`config.mk`:
```
export PLATFORM = sky130hd
export DESIGN_NAME = avalon_streaming_arbiter
export DESIGN_NICKNAME = d
export VERILOG_FILES = /design/src/rtl/avalon_streaming_arbiter.sv
export SDC_FILE = /design/constraint.sdc
export NUM_CORES = 1
export LEC_CHECK = 0
export CAP_MARGIN = 25
export CORE_ASPECT_RATIO = 0.5
export CORE_MARGIN = 5
export CORE_UTILIZATION = 40
export CTS_CLUSTER_SIZE = 40
export DETAILED_ROUTE_END_ITERATION = 8
export PLACE_DENSITY = 0.85
export REMOVE_ABC_BUFFERS = 1
export SYNTH_ARGS = -nofsm -noshare
export SYNTH_HDL_FRONTEND = slang
export SYNTH_SLANG_ARGS = --single-unit
```
`constraint.sdc`:
```
create_clock -name clk -period 4.21 [get_ports clk]
set_input_delay 1.0525 -clock clk [delete_from_list [all_inputs] [get_ports clk]]
set_output_delay 1.0525 -clock clk [all_outputs]
set_load 0.02 [all_outputs]
```
`src/rtl/avalon_streaming_arbiter.sv`:
```
// Purpose: packet-locked round-robin arbiter merging NUM_IN Avalon-ST sinks into one source.
// Latency: 1 cycle from accepted sink beat to aso_valid; one idle arbitration cycle between packets.
// Backpressure: asi_ready of the granted port follows out_free (!aso_valid || aso_ready); others held at 0.
//
// Ports:
//   clk, reset                        - single clock, synchronous active-high reset
//   asi_valid/data/startofpacket/endofpacket, asi_ready - NUM_IN sink ports (ready latency 0)
//   port_enable                       - per-port mask, consulted only when choosing a new packet
//   aso_valid/data/channel/startofpacket/endofpacket, aso_ready - merged source (ready latency 0)
//   busy                              - high while a packet is locked
//   grant_id                          - current or most recently granted port
module avalon_streaming_arbiter #(
    parameter int NUM_IN = 4,
    parameter int DATA_W = 8,
    parameter int CH_W   = 2
) (
    input  logic                     clk,
    input  logic                     reset,
    input  logic [NUM_IN-1:0]        asi_valid,
    input  logic [NUM_IN*DATA_W-1:0] asi_data,
    input  logic [NUM_IN-1:0]        asi_startofpacket,
    input  logic [NUM_IN-1:0]        asi_endofpacket,
    output logic [NUM_IN-1:0]        asi_ready,
    input  logic [NUM_IN-1:0]        port_enable,
    output logic                     aso_valid,
    output logic [DATA_W-1:0]        aso_data,
    output logic [CH_W-1:0]          aso_channel,
    output logic                     aso_startofpacket,
    output logic                     aso_endofpacket,
    input  logic                     aso_ready,
    output logic                     busy,
    output logic [CH_W-1:0]          grant_id
);

    localparam logic [0:0] ST_IDLE   = 1'b0;
    localparam logic [0:0] ST_LOCKED = 1'b1;

    logic [0:0]        state_q, state_d;
    logic [CH_W-1:0]   grant_id_q, grant_id_d;
    logic [CH_W-1:0]   last_grant_q, last_grant_d;
    logic              aso_valid_q, aso_valid_d;
    logic [DATA_W-1:0] aso_data_q, aso_data_d;
    logic [CH_W-1:0]   aso_channel_q, aso_channel_d;
    logic              aso_sop_q, aso_sop_d;
    logic              aso_eop_q, aso_eop_d;

    logic [NUM_IN-1:0] req;
    logic [CH_W-1:0]   cand;
    logic              found;
    logic              out_free;
    logic              accept;
    logic              sel_valid;
    logic [DATA_W-1:0] sel_data;
    logic              sel_sop;
    logic              sel_eop;

    always_comb begin
        state_d       = state_q;
        grant_id_d    = grant_id_q;
        last_grant_d  = last_grant_q;
        aso_valid_d   = aso_valid_q;
        aso_data_d    = aso_data_q;
        aso_channel_d = aso_channel_q;
        aso_sop_d     = aso_sop_q;
        aso_eop_d     = aso_eop_q;
        req           = asi_valid & port_enable;
        cand          = '0;
        found         = 1'b0;
        out_free      = !aso_valid_q || aso_ready;
        accept        = 1'b0;
        asi_ready     = '0;
        sel_valid     = 1'b0;
        sel_data      = '0;
        sel_sop       = 1'b0;
        sel_eop       = 1'b0;

        // Constant-index mux of the granted sink port.
        for (int i = 0; i < NUM_IN; i++) begin
            if (grant_id_q == CH_W'(i)) begin
                sel_valid = asi_valid[i];
                sel_data  = asi_data[i*DATA_W +: DATA_W];
                sel_sop   = asi_startofpacket[i];
                sel_eop   = asi_endofpacket[i];
                asi_ready[i] = (state_q == ST_LOCKED) && out_free && !reset;
            end
        end

        case (state_q)
            ST_IDLE: begin
                // Round-robin: search upward starting one past the last packet owner.
                for (int k = 1; k <= NUM_IN; k++) begin
                    cand = CH_W'((int'(last_grant_q) + k) % NUM_IN);
                    if (!found && req[cand]) begin
                        found      = 1'b1;
                        grant_id_d = cand;
                    end
                end
                if (found) begin
                    state_d = ST_LOCKED;
                end
            end
            ST_LOCKED: begin
                accept = sel_valid && out_free && !reset;
            end
            default: begin
                state_d = ST_IDLE;
            end
        endcase

        if (accept) begin
            aso_valid_d   = 1'b1;
            aso_data_d    = sel_data;
            aso_channel_d = grant_id_q;
            aso_sop_d     = sel_sop;
            aso_eop_d     = sel_eop;
            // EOP alone ends the lock; SOP is forwarded but never interpreted.
            if (sel_eop) begin
                last_grant_d = grant_id_q;
                state_d      = ST_IDLE;
            end
        end else if (aso_valid_q && aso_ready) begin
            aso_valid_d = 1'b0;
        end
    end

    always_ff @(posedge clk) begin
        if (reset) begin
            state_q       <= ST_IDLE;
            grant_id_q    <= '0;
            last_grant_q  <= CH_W'(NUM_IN - 1);
            aso_valid_q   <= 1'b0;
            aso_data_q    <= '0;
            aso_channel_q <= '0;
            aso_sop_q     <= 1'b0;
            aso_eop_q     <= 1'b0;
        end else begin
            state_q       <= state_d;
            grant_id_q    <= grant_id_d;
            last_grant_q  <= last_grant_d;
            aso_valid_q   <= aso_valid_d;
            aso_data_q    <= aso_data_d;
            aso_channel_q <= aso_channel_d;
            aso_sop_q     <= aso_sop_d;
            aso_eop_q     <= aso_eop_d;
        end
    end

    assign aso_valid         = aso_valid_q;
    assign aso_data          = aso_data_q;
    assign aso_channel       = aso_channel_q;
    assign aso_startofpacket = aso_sop_q;
    assign aso_endofpacket   = aso_eop_q;
    assign busy              = (state_q == ST_LOCKED) && !reset;
    assign grant_id          = grant_id_q;

endmodule

```
After elaboration in Yosys (flattened, before gate mapping)
Index checks and enable logic that the tools add are counted.
{ "classes": {"n_bitwise": 2, "n_eq_ne": 3, "n_lt_le_gt_ge": 4, "addsub": 4, "mux": 47, "reduce_logical": 20} }
{ "op_table": {"columns": ["cell", "count"], "rows": [
  ["1-bit 2-to-1 mux", 35],
  ["8-bit 2-to-1 mux", 4],
  ["2-bit by 3-bit less-than comparator with 1-bit output, second input constant", 4],
  ["1-bit logical AND", 9],
  ["1-bit binary-select mux with 2-bit select", 4],
  ["2-bit 2-to-1 mux", 4],
  ["1-bit zero test", 5],
  ["2-bit by 1-bit adder with 2-bit output, second input constant", 2],
  ["2-bit adder, second input constant", 2],
  ["4-bit AND", 1],
  ["2-bit equality test, second input constant", 2],
  ["2-bit AND reduction", 2],
  ["4-bit nonzero test", 1],
  ["2-bit by 1-bit equality test with 1-bit output, second input constant", 1],
  ["2-bit zero test", 1],
  ["2-bit nonzero test", 1],
  ["1-bit logical OR", 1],
  ["1-bit inverter", 1]
]} }
{ "totals": {"word_cells": 88, "output_inout_bits": 20, "in_bits": 51, "register_bits": 18} }

Depth between registers and ports, before layout
Gate-level depths: netlist of the first run.
{ "depth": {"depth_word": 21, "depth_mapped": 6} }

Worst setup path after synthesis of the first run
No wires, ideal clock.
{ "synth_timing": {"path_type": "input to output", "start": "input reset", "end": "output asi_ready[1]", "setup_slack_ps": 1052, "t_required_ps": 3158, "cell_stages": 4, "arrival_ps": 2106, "path_cell_list": "buf_2 -> nor2b_4 -> nand2_1 -> nor3b_1"} }
{ "synth_via": {"elab_chain_cells": 3} }
{ "synth_rtl": {"columns": ["item", "line_no", "rtl"], "rows": [
  ["from (decl)", "18", "input logic reset,"],
  ["1-bit zero test", "84", "asi_ready[i] = (state_q == ST_LOCKED) && out_free && !reset;"],
  ["1-bit logical AND", "84", null],
  ["1-bit 2-to-1 mux", "79", "if (grant_id_q == CH_W'(i)) begin"],
  ["to (decl)", "23", "output logic [NUM_IN-1:0] asi_ready,"]
]} }
No other way between the ends.

Worst setup path after layout of the first run
{ "layout_timing": {"start": "input aso_ready", "end": "output asi_ready[3]"} }
{ "layout_via": {"elab_chain_cells": 4} }
{ "layout_rtl": {"columns": ["item", "line_no", "rtl"], "rows": [
  ["from (decl)", "30", "input logic aso_ready,"],
  ["1-bit logical OR", "69", "out_free = !aso_valid_q || aso_ready;"],
  ["1-bit logical AND (2 in a row)", "84", null],
  ["1-bit 2-to-1 mux", "79", null]
]} }
No other way between the ends.

==> results of run 1 <==
worst max-delay path, delay by kind of cell:
kind | cells | cell delay [ns]
buffers and inverters | 2 | 1.06
and+or+nand+nor | 3 | 0.59
worst max path at each step:
stage | to | slack, ns
6_report | asi_ready[3] | 0.45
4_1_cts | asi_ready[3] | 0.46
2_1_floorplan | asi_ready[1] | 1.24
3_3_place_gp | asi_ready[3] | 0.49
5_1_grt | asi_ready[1] | 0.38
3_5_place_dp | asi_ready[3] | 0.47
per-layer routing:
metal	wire length [um]	track usage (%)	share of wire [%]
met4	63	5.87	1.8
met2	1860	31.2	54
met1	1410	18.0	41
met3	113	3.05	3.3
met5	0	0	0
Yosys cell counts, drive strengths merged:
cell type,number
nor2,4
inv,3
nand4,1
a22oi,3
nand3b,1
mux2i,3
a31oi,2
nor3b,2
nand3,4
nor3,1
and3,2
a22o,1
o21ai,6
a21oi,19
nor4,1
clkbuf,1
nand4b,1
nand2b,1
buf,7
dfxtp,18
a221o,1
mux4,10
nor2b,1
nand2,28
a311oi,2
and2,2
logic make-up (layout without fill, tap and decap cells):
group,Yosys count,in the layout
AOI/OAI and AO/OA,34,34
buffers and inverters,11,80
DFF,18,18
muxes,13,13
and+or+nand+nor,49,49
metrics by stage:
step / total power [mW] / utilization (%) / worst slack, ns / cell area (um2)
6_report: 0.509 / 67.1 / 0.452 / 1960
5_1_grt: 0.534 / 67.1 / 0.384 / 1960
4_1_cts: 0.512 / 67.1 / 0.463 / 1960
3_5_place_dp: 0.372 / 65.2 / 0.473 / 1910
3_3_place_gp: 0.368 / 65.2 / 0.491 / 1910
2_1_floorplan: 0.281 / - / 1.24 / 1130
cell usage in the layout (no fill, tap or decap), drive strengths merged, types with 2 or more instances in the layout:
| cell | n |
|---|---|
| a21oi | 19 |
| nor2 | 4 |
| inv | 3 |
| and3 | 2 |
| nor3b | 2 |
| clkdlybuf4s50 | 70 |
| a22oi | 3 |
| a31oi | 2 |
| clkbuf | 4 |
| mux2i | 3 |
| mux4 | 10 |
| buf | 3 |
| a311oi | 2 |
| nand2 | 28 |
| o21ai | 6 |
| nand3 | 4 |
| dfxtp | 18 |
| and2 | 2 |
registers in the layout (all words and copies together), names as in the netlist:
name               cells
state_q                1
grant_id               2
aso_data               8
aso_endofpacket        1
aso_valid              1
aso_channel            2
last_grant_q           2
aso_startofpacket      1
layout make-up:
class                           instances  area share, %
Timing Repair Buffer                   73           36.9
Inverter                                3          0.574
Multi-Input combinational cell         96           38.8
Tap cell                               40           2.55
Sequential cell                        18           18.4
Clock buffer                            4           2.81
power groups by stage:
stage               clock, mW  sequential [mW]  combinational [mW]
floorplan                   0            0.211              0.0704
global placement            0            0.194               0.174
detailed placement          0            0.195               0.177
CTS                     0.144            0.191               0.177
global route            0.151            0.193               0.190
finish                  0.142            0.191               0.177
==> out/summary.txt, run 1 <==
Number of gates resized after cts -> 0
Synth Area in XOR/XNOR -> 0%
Hold Path Class -> reg2reg
Routed vias/inst -> 5.16
Leakage -> 0.673 nW
Multi-input logic area -> 762 um2
GPL Wtd Cong -> 0.736
Via count -> 1207
Setup Skew -> 0.00136 ns
Sw frac -> 28.1%
Global-route wire length before repair -> 5.54 mm
Critical Path Start Type -> input pin
Status -> finished clean
Vias in the first global route -> 1218
Io pins -> 71
Syn Area/Cell -> 9.52 um2
Initial Util -> 40.7%
Drt wl/cell -> 14.8 um
Reg power frac -> 37.5%
WS Path Type -> in2out
Yosys warns -> 0
Height of the die -> 48.6 um
Post-route clock period utilization -> 89.3%
Setup slack, reg-to-reg -> 2.26 ns
Clock power share -> 27.8%
Row count -> 14
Simple-gate share of the synthesized area -> 22.6%
Critical-path cell list -> clkdlybuf4s50_1, nand2b_1, and2_1, and3_1, clkdlybuf4s50_1
Sequential element share of the synthesized area -> 30.3%
Final setup TNS -> 0 ns
Hold Buf Count CTS -> 0
Initial drt markers -> 40
Residual DRC -> 0
Max_cap viols -> 0
Largest net degree at the start of global routing -> 19
Largest family of logic cells by synthesized area -> simple AND/OR/NAND/NOR gates
Hold Path End -> aso_channel[0]
Worst IR Drop VDD -> 0.000144 V
Hold Crit Depth -> 2
Post-route ant nets -> 0
Register area -> 360 um2
R2r endpoint -> aso_data[2]
Slowest cell on crit path -> clkdlybuf4s50_1
Worst skew pair latency -> 0.25 ns
Total wire length -> 3.45 mm
Psw -> 0.143 mW
Peak Freq -> 266 MHz
R2R cell count -> 5
Comb pwr share -> 34.7%
Hold Startpoint -> aso_channel[0]
Count of pins over their slew limit -> 0
# port buffers -> 70
Cell Pwr Density -> 260 mW/mm2
Mapped Area -> 0.00119 mm2
Most frequent CP cell -> clkdlybuf4s50_1
CTS max path bufs -> 2
Seq cells post-synth -> 18
CTS tree -> built
Worst slew pin tran -> 0.382 ns
Die Wd -> 87.1 um
Worst slew margin -> 74.5%
Register clock-pin slew on the reported worst setup and hold paths -> 0.07 ns
Final Setup Violations -> 0
Largest cells by area after synthesis -> dfxtp_1 30%, mux4_2 19%, a21oi_2 8.1%
Antenna diode count -> 0
Area Overhead vs Synth -> 64.9%
Final hold vios -> 0
Crit path DAT -> 2.71 ns
Critical Path RT -> 3.16 ns
Final cell count without fillers -> 234
Filler instances -> 222
Post-Place Cells -> 230
GRT Residual Overflow -> 0
RSZ-0062 raised after global routing -> false
Initial antenna violation count -> 0
Die Area -> 0.00423 mm2
Post-synthesis mux area share -> 21.5%
GRT Util Overall -> 16.4%
Clock sinks -> 18
Cell-internal power -> 0.366 mW
Worst R2R Start -> grant_id[1]
H-tree depth -> 1
Post-Synthesis Cells -> 125
Root buffer cell -> clkbuf_8
Synth Area in Adders -> 0%
Total CTS buffers -> 3
Worst Path Max Fanout -> 6
Share of cells above drive strength 1 -> 21.1%
WHS -> 0.459 ns
Share of the synthesized area in the top cell type -> 30.3%
Post-synthesis compound-gate area fraction -> 20.0%
# Post-CTS Setup Buffers -> 0
Post-synth cell types -> 33
Worst setup EP type -> output port
Worst path max stage delay -> 0.60 ns
Area leader, netlist -> dfxtp_1
Dpl hpwl -> 2.85 mm
DRT Pass-1 Iters -> 4
Core area -> 0.00293 mm2
Minimum clock period -> 3.76 ns
NumNets Final -> 246
Critical path origin -> aso_ready
Power figures use the tool's default switching activity.
==> inputs of run 2 (changes only) <==
--- a/config.mk
+++ b/config.mk
@@ -7,12 +7,13 @@
 export LEC_CHECK = 0
 export CAP_MARGIN = 25
 export CORE_ASPECT_RATIO = 0.5
-export CORE_MARGIN = 5
+export CORE_MARGIN = 8
 export CORE_UTILIZATION = 40
 export CTS_CLUSTER_SIZE = 40
 export DETAILED_ROUTE_END_ITERATION = 8
 export PLACE_DENSITY = 0.85
 export REMOVE_ABC_BUFFERS = 1
+export SKIP_LAST_GASP = 1
 export SYNTH_ARGS = -nofsm -noshare
 export SYNTH_HDL_FRONTEND = slang
 export SYNTH_SLANG_ARGS = --single-unit
==> out/summary.txt, run 2 (same netlist as run 1, synthesis figures left out) <==
Worst path max stage delay -> 0.61 ns (about the same)
Height of the die -> 54.6 um (+12%)
Row count -> 14 (unchanged)
Share of cells above drive strength 1 -> 21.1% (unchanged)
Leakage -> 0.673 nW (unchanged)
Setup WS pre-CTS -> 0.459 ns (-0.0138 ns)
Worst setup EP type -> output port
Buf/Inv on CP -> 2 (unchanged)
Design area -> 0.00196 mm2 (unchanged)
Worst skew pair latency -> 0.26 ns (about the same)
Post-route clock period utilization -> 89.3% (about the same)
Initial drt markers -> 56 (+40%)
GRT Residual Overflow -> 0 (unchanged)
Final Setup Violations -> 0 (unchanged)
DRT Pass-1 Iters -> 4 (unchanged)
Residual DRC -> 0 (unchanged)
Commonest cells after routing, fill and taps aside -> 70 x clkdlybuf4s50_1, 18 x nand2_1, 18 x dfxtp_1, 11 x a21oi_2
Setup Skew -> 0.00350 ns (+0.00214 ns)
GRT Util Overall -> 14.7% (-1.8 points)
Hold Buf Count CTS -> 0 (unchanged)
Vias in the first global route -> 1218 (unchanged)
Largest register FFs -> 8 (unchanged)
Crit path depth -> 5 (unchanged)
Minimum clock period -> 3.76 ns (-0.000268 ns)
Worst R2R Start -> grant_id[0]
Peak Freq -> 266 MHz (about the same)
Clock sinks -> 18 (unchanged)
Final cell count without fillers -> 234 (unchanged)
NumNets Final -> 246 (unchanged)
Register area -> 360 um2 (unchanged)
Die Area -> 0.00508 mm2 (+20%)
Cell Pwr Density -> 260 mW/mm2 (+0.18%)
Worst slew pin tran -> 0.495 ns (+0.113 ns)
Critical Path Start Type -> input pin
Initial antenna violation count -> 0 (unchanged)
H-tree depth -> 1 (unchanged)
Number of gates resized after cts -> 0 (unchanged)
# port buffers -> 70 (unchanged)
Setup slack, reg-to-reg -> 2.32 ns (+0.06 ns)
Area Overhead vs Synth -> 64.9% (unchanged)
Die Wd -> 93.1 um (+6.9%)
Crit path DAT -> 2.71 ns (about the same)
R2R cell count -> 5 (unchanged)
R2r endpoint -> aso_startofpacket
Via count -> 1206 (-0.083%)
Register clock-pin slew on the reported worst setup and hold paths -> 0.07 ns (about the same)
Multi-input logic area -> 762 um2 (unchanged)
Drt wl/cell -> 15.6 um (+5.9%)
Post-Place Cells -> 230 (unchanged)
Total wire length -> 3.66 mm (+5.9%)
Global-route wire length before repair -> 5.86 mm (+5.7%)
Setup ws final -> 0.452 ns (+0.000268 ns)
DP Area -> 0.00191 mm2 (unchanged)
Most frequent CP cell -> clkdlybuf4s50_1
CTS max path bufs -> 2 (unchanged)
Max_cap viols -> 0 (unchanged)
Worst slew margin -> 66.9% (-7.6 points)
Largest net degree at the start of global routing -> 24 (+5)
CTS tree -> built
Critical-path cell list -> clkdlybuf4s50_1, nand2b_1, and2_1, and3_1, clkdlybuf4s50_1
Antenna diode count -> 0 (unchanged)
Final setup TNS -> 0 ns (unchanged)
Worst IR Drop VDD -> 0.000150 V (+4.1%)
Slowest cell on crit path -> clkdlybuf4s50_1
Dpl hpwl -> 3.00 mm (+5.2%)
Total CTS buffers -> 3 (unchanged)
Hold Crit Depth -> 2 (unchanged)
Hold Path End -> aso_channel[0]
Hold Startpoint -> aso_channel[0]
Total Power -> 0.510 mW (+0.18%)
RSZ-0062 raised after global routing -> false
Io pins -> 71 (unchanged)
# Post-CTS Setup Buffers -> 0 (unchanged)
Hold Path Class -> reg2reg
Core area -> 0.00293 mm2 (unchanged)
Post-route ant nets -> 0 (unchanged)
Filler instances -> 222 (unchanged)
Root buffer cell -> clkbuf_8
Most common cell after layout, fill and taps aside -> clkdlybuf4s50_1
Count of pins over their slew limit -> 0 (unchanged)
Final hold vios -> 0 (unchanged)
GPL Wtd Cong -> 0.869 (+18%)
Critical Path RT -> 3.16 ns (about the same)
Initial Util -> 40.7% (unchanged)
Worst path top cell family by delay -> buffers and inverters
Status -> finished clean
Routed vias/inst -> 5.15 (about the same)
Worst Path Max Fanout -> 6 (unchanged)
WS Path Type -> in2out
==> run 2: how the worst max path moves through the flow <==
| stage | slack (ns) | startpoint | end |
|---|---|---|---|
| 4_1_cts | 0.46 | aso_ready | asi_ready[3] |
| 3_5_place_dp | 0.46 | aso_ready | asi_ready[3] |
| 5_1_grt | 0.37 | aso_ready | asi_ready[3] |
| 3_3_place_gp | 0.50 | aso_ready | asi_ready[3] |
| 6_report | 0.45 | aso_ready | asi_ready[3] |
| 2_1_floorplan | 1.24 | reset | asi_ready[1] |
==> run 2: report_power, final <==
part / switching (mW) / internal, mW
Sequential: 0.00928 / 0.180
Combinational: 0.0748 / 0.103
Clock: 0.0599 / 0.0832
==> run 2: layer usage <==
| metal | GRT usage, % | routed length, um | vias up |
|---|---|---|---|
| met5 | 0 | 0 | - |
| met4 | 4.75 | 27 | 0 |
| met3 | 2.05 | 99 | 5 |
| met2 | 29.8 | 2110 | 24 |
| met1 | 15.9 | 1420 | 575 |
| li1 | - | - | 602 |
==> run 2: metrics by stage <==
stage          hold WS [ns]  util [%]
2_1_floorplan         0.469         -
3_3_place_gp          0.441      65.2
3_5_place_dp          0.445      65.2
4_1_cts               0.455      67.1
5_1_grt               0.479      67.1
6_report              0.453      67.1
==> run 2: layout make-up <==
class | count | area share (%)
clock buffer | 4 | 2.81
inverter | 3 | 0.574
multi-input combinational | 96 | 38.8
sequential | 18 | 18.4
tap | 40 | 2.55
timing repair buffer | 73 | 36.9
==> run 2: tightest hold or removal path, delay by kind of cell (launching register included) <==
family / cells / cell delay, ns
flip-flops: 1 / 0.31
AND/OR/NAND/NOR: 1 / 0.05
AO/OA/AOI/OAI: 1 / 0.05
==> inputs of run 3 (changes only) <==
--- a/config.mk
+++ b/config.mk
@@ -9,6 +9,7 @@
 export CORE_ASPECT_RATIO = 0.5
 export CORE_MARGIN = 8
 export CORE_UTILIZATION = 40
+export CTS_CLUSTER_DIAMETER = 60
 export CTS_CLUSTER_SIZE = 40
 export DETAILED_ROUTE_END_ITERATION = 8
 export PLACE_DENSITY = 0.85
==> results of run 3 <==
No change in the layout: final DEF, timing and power equal those of run 2.
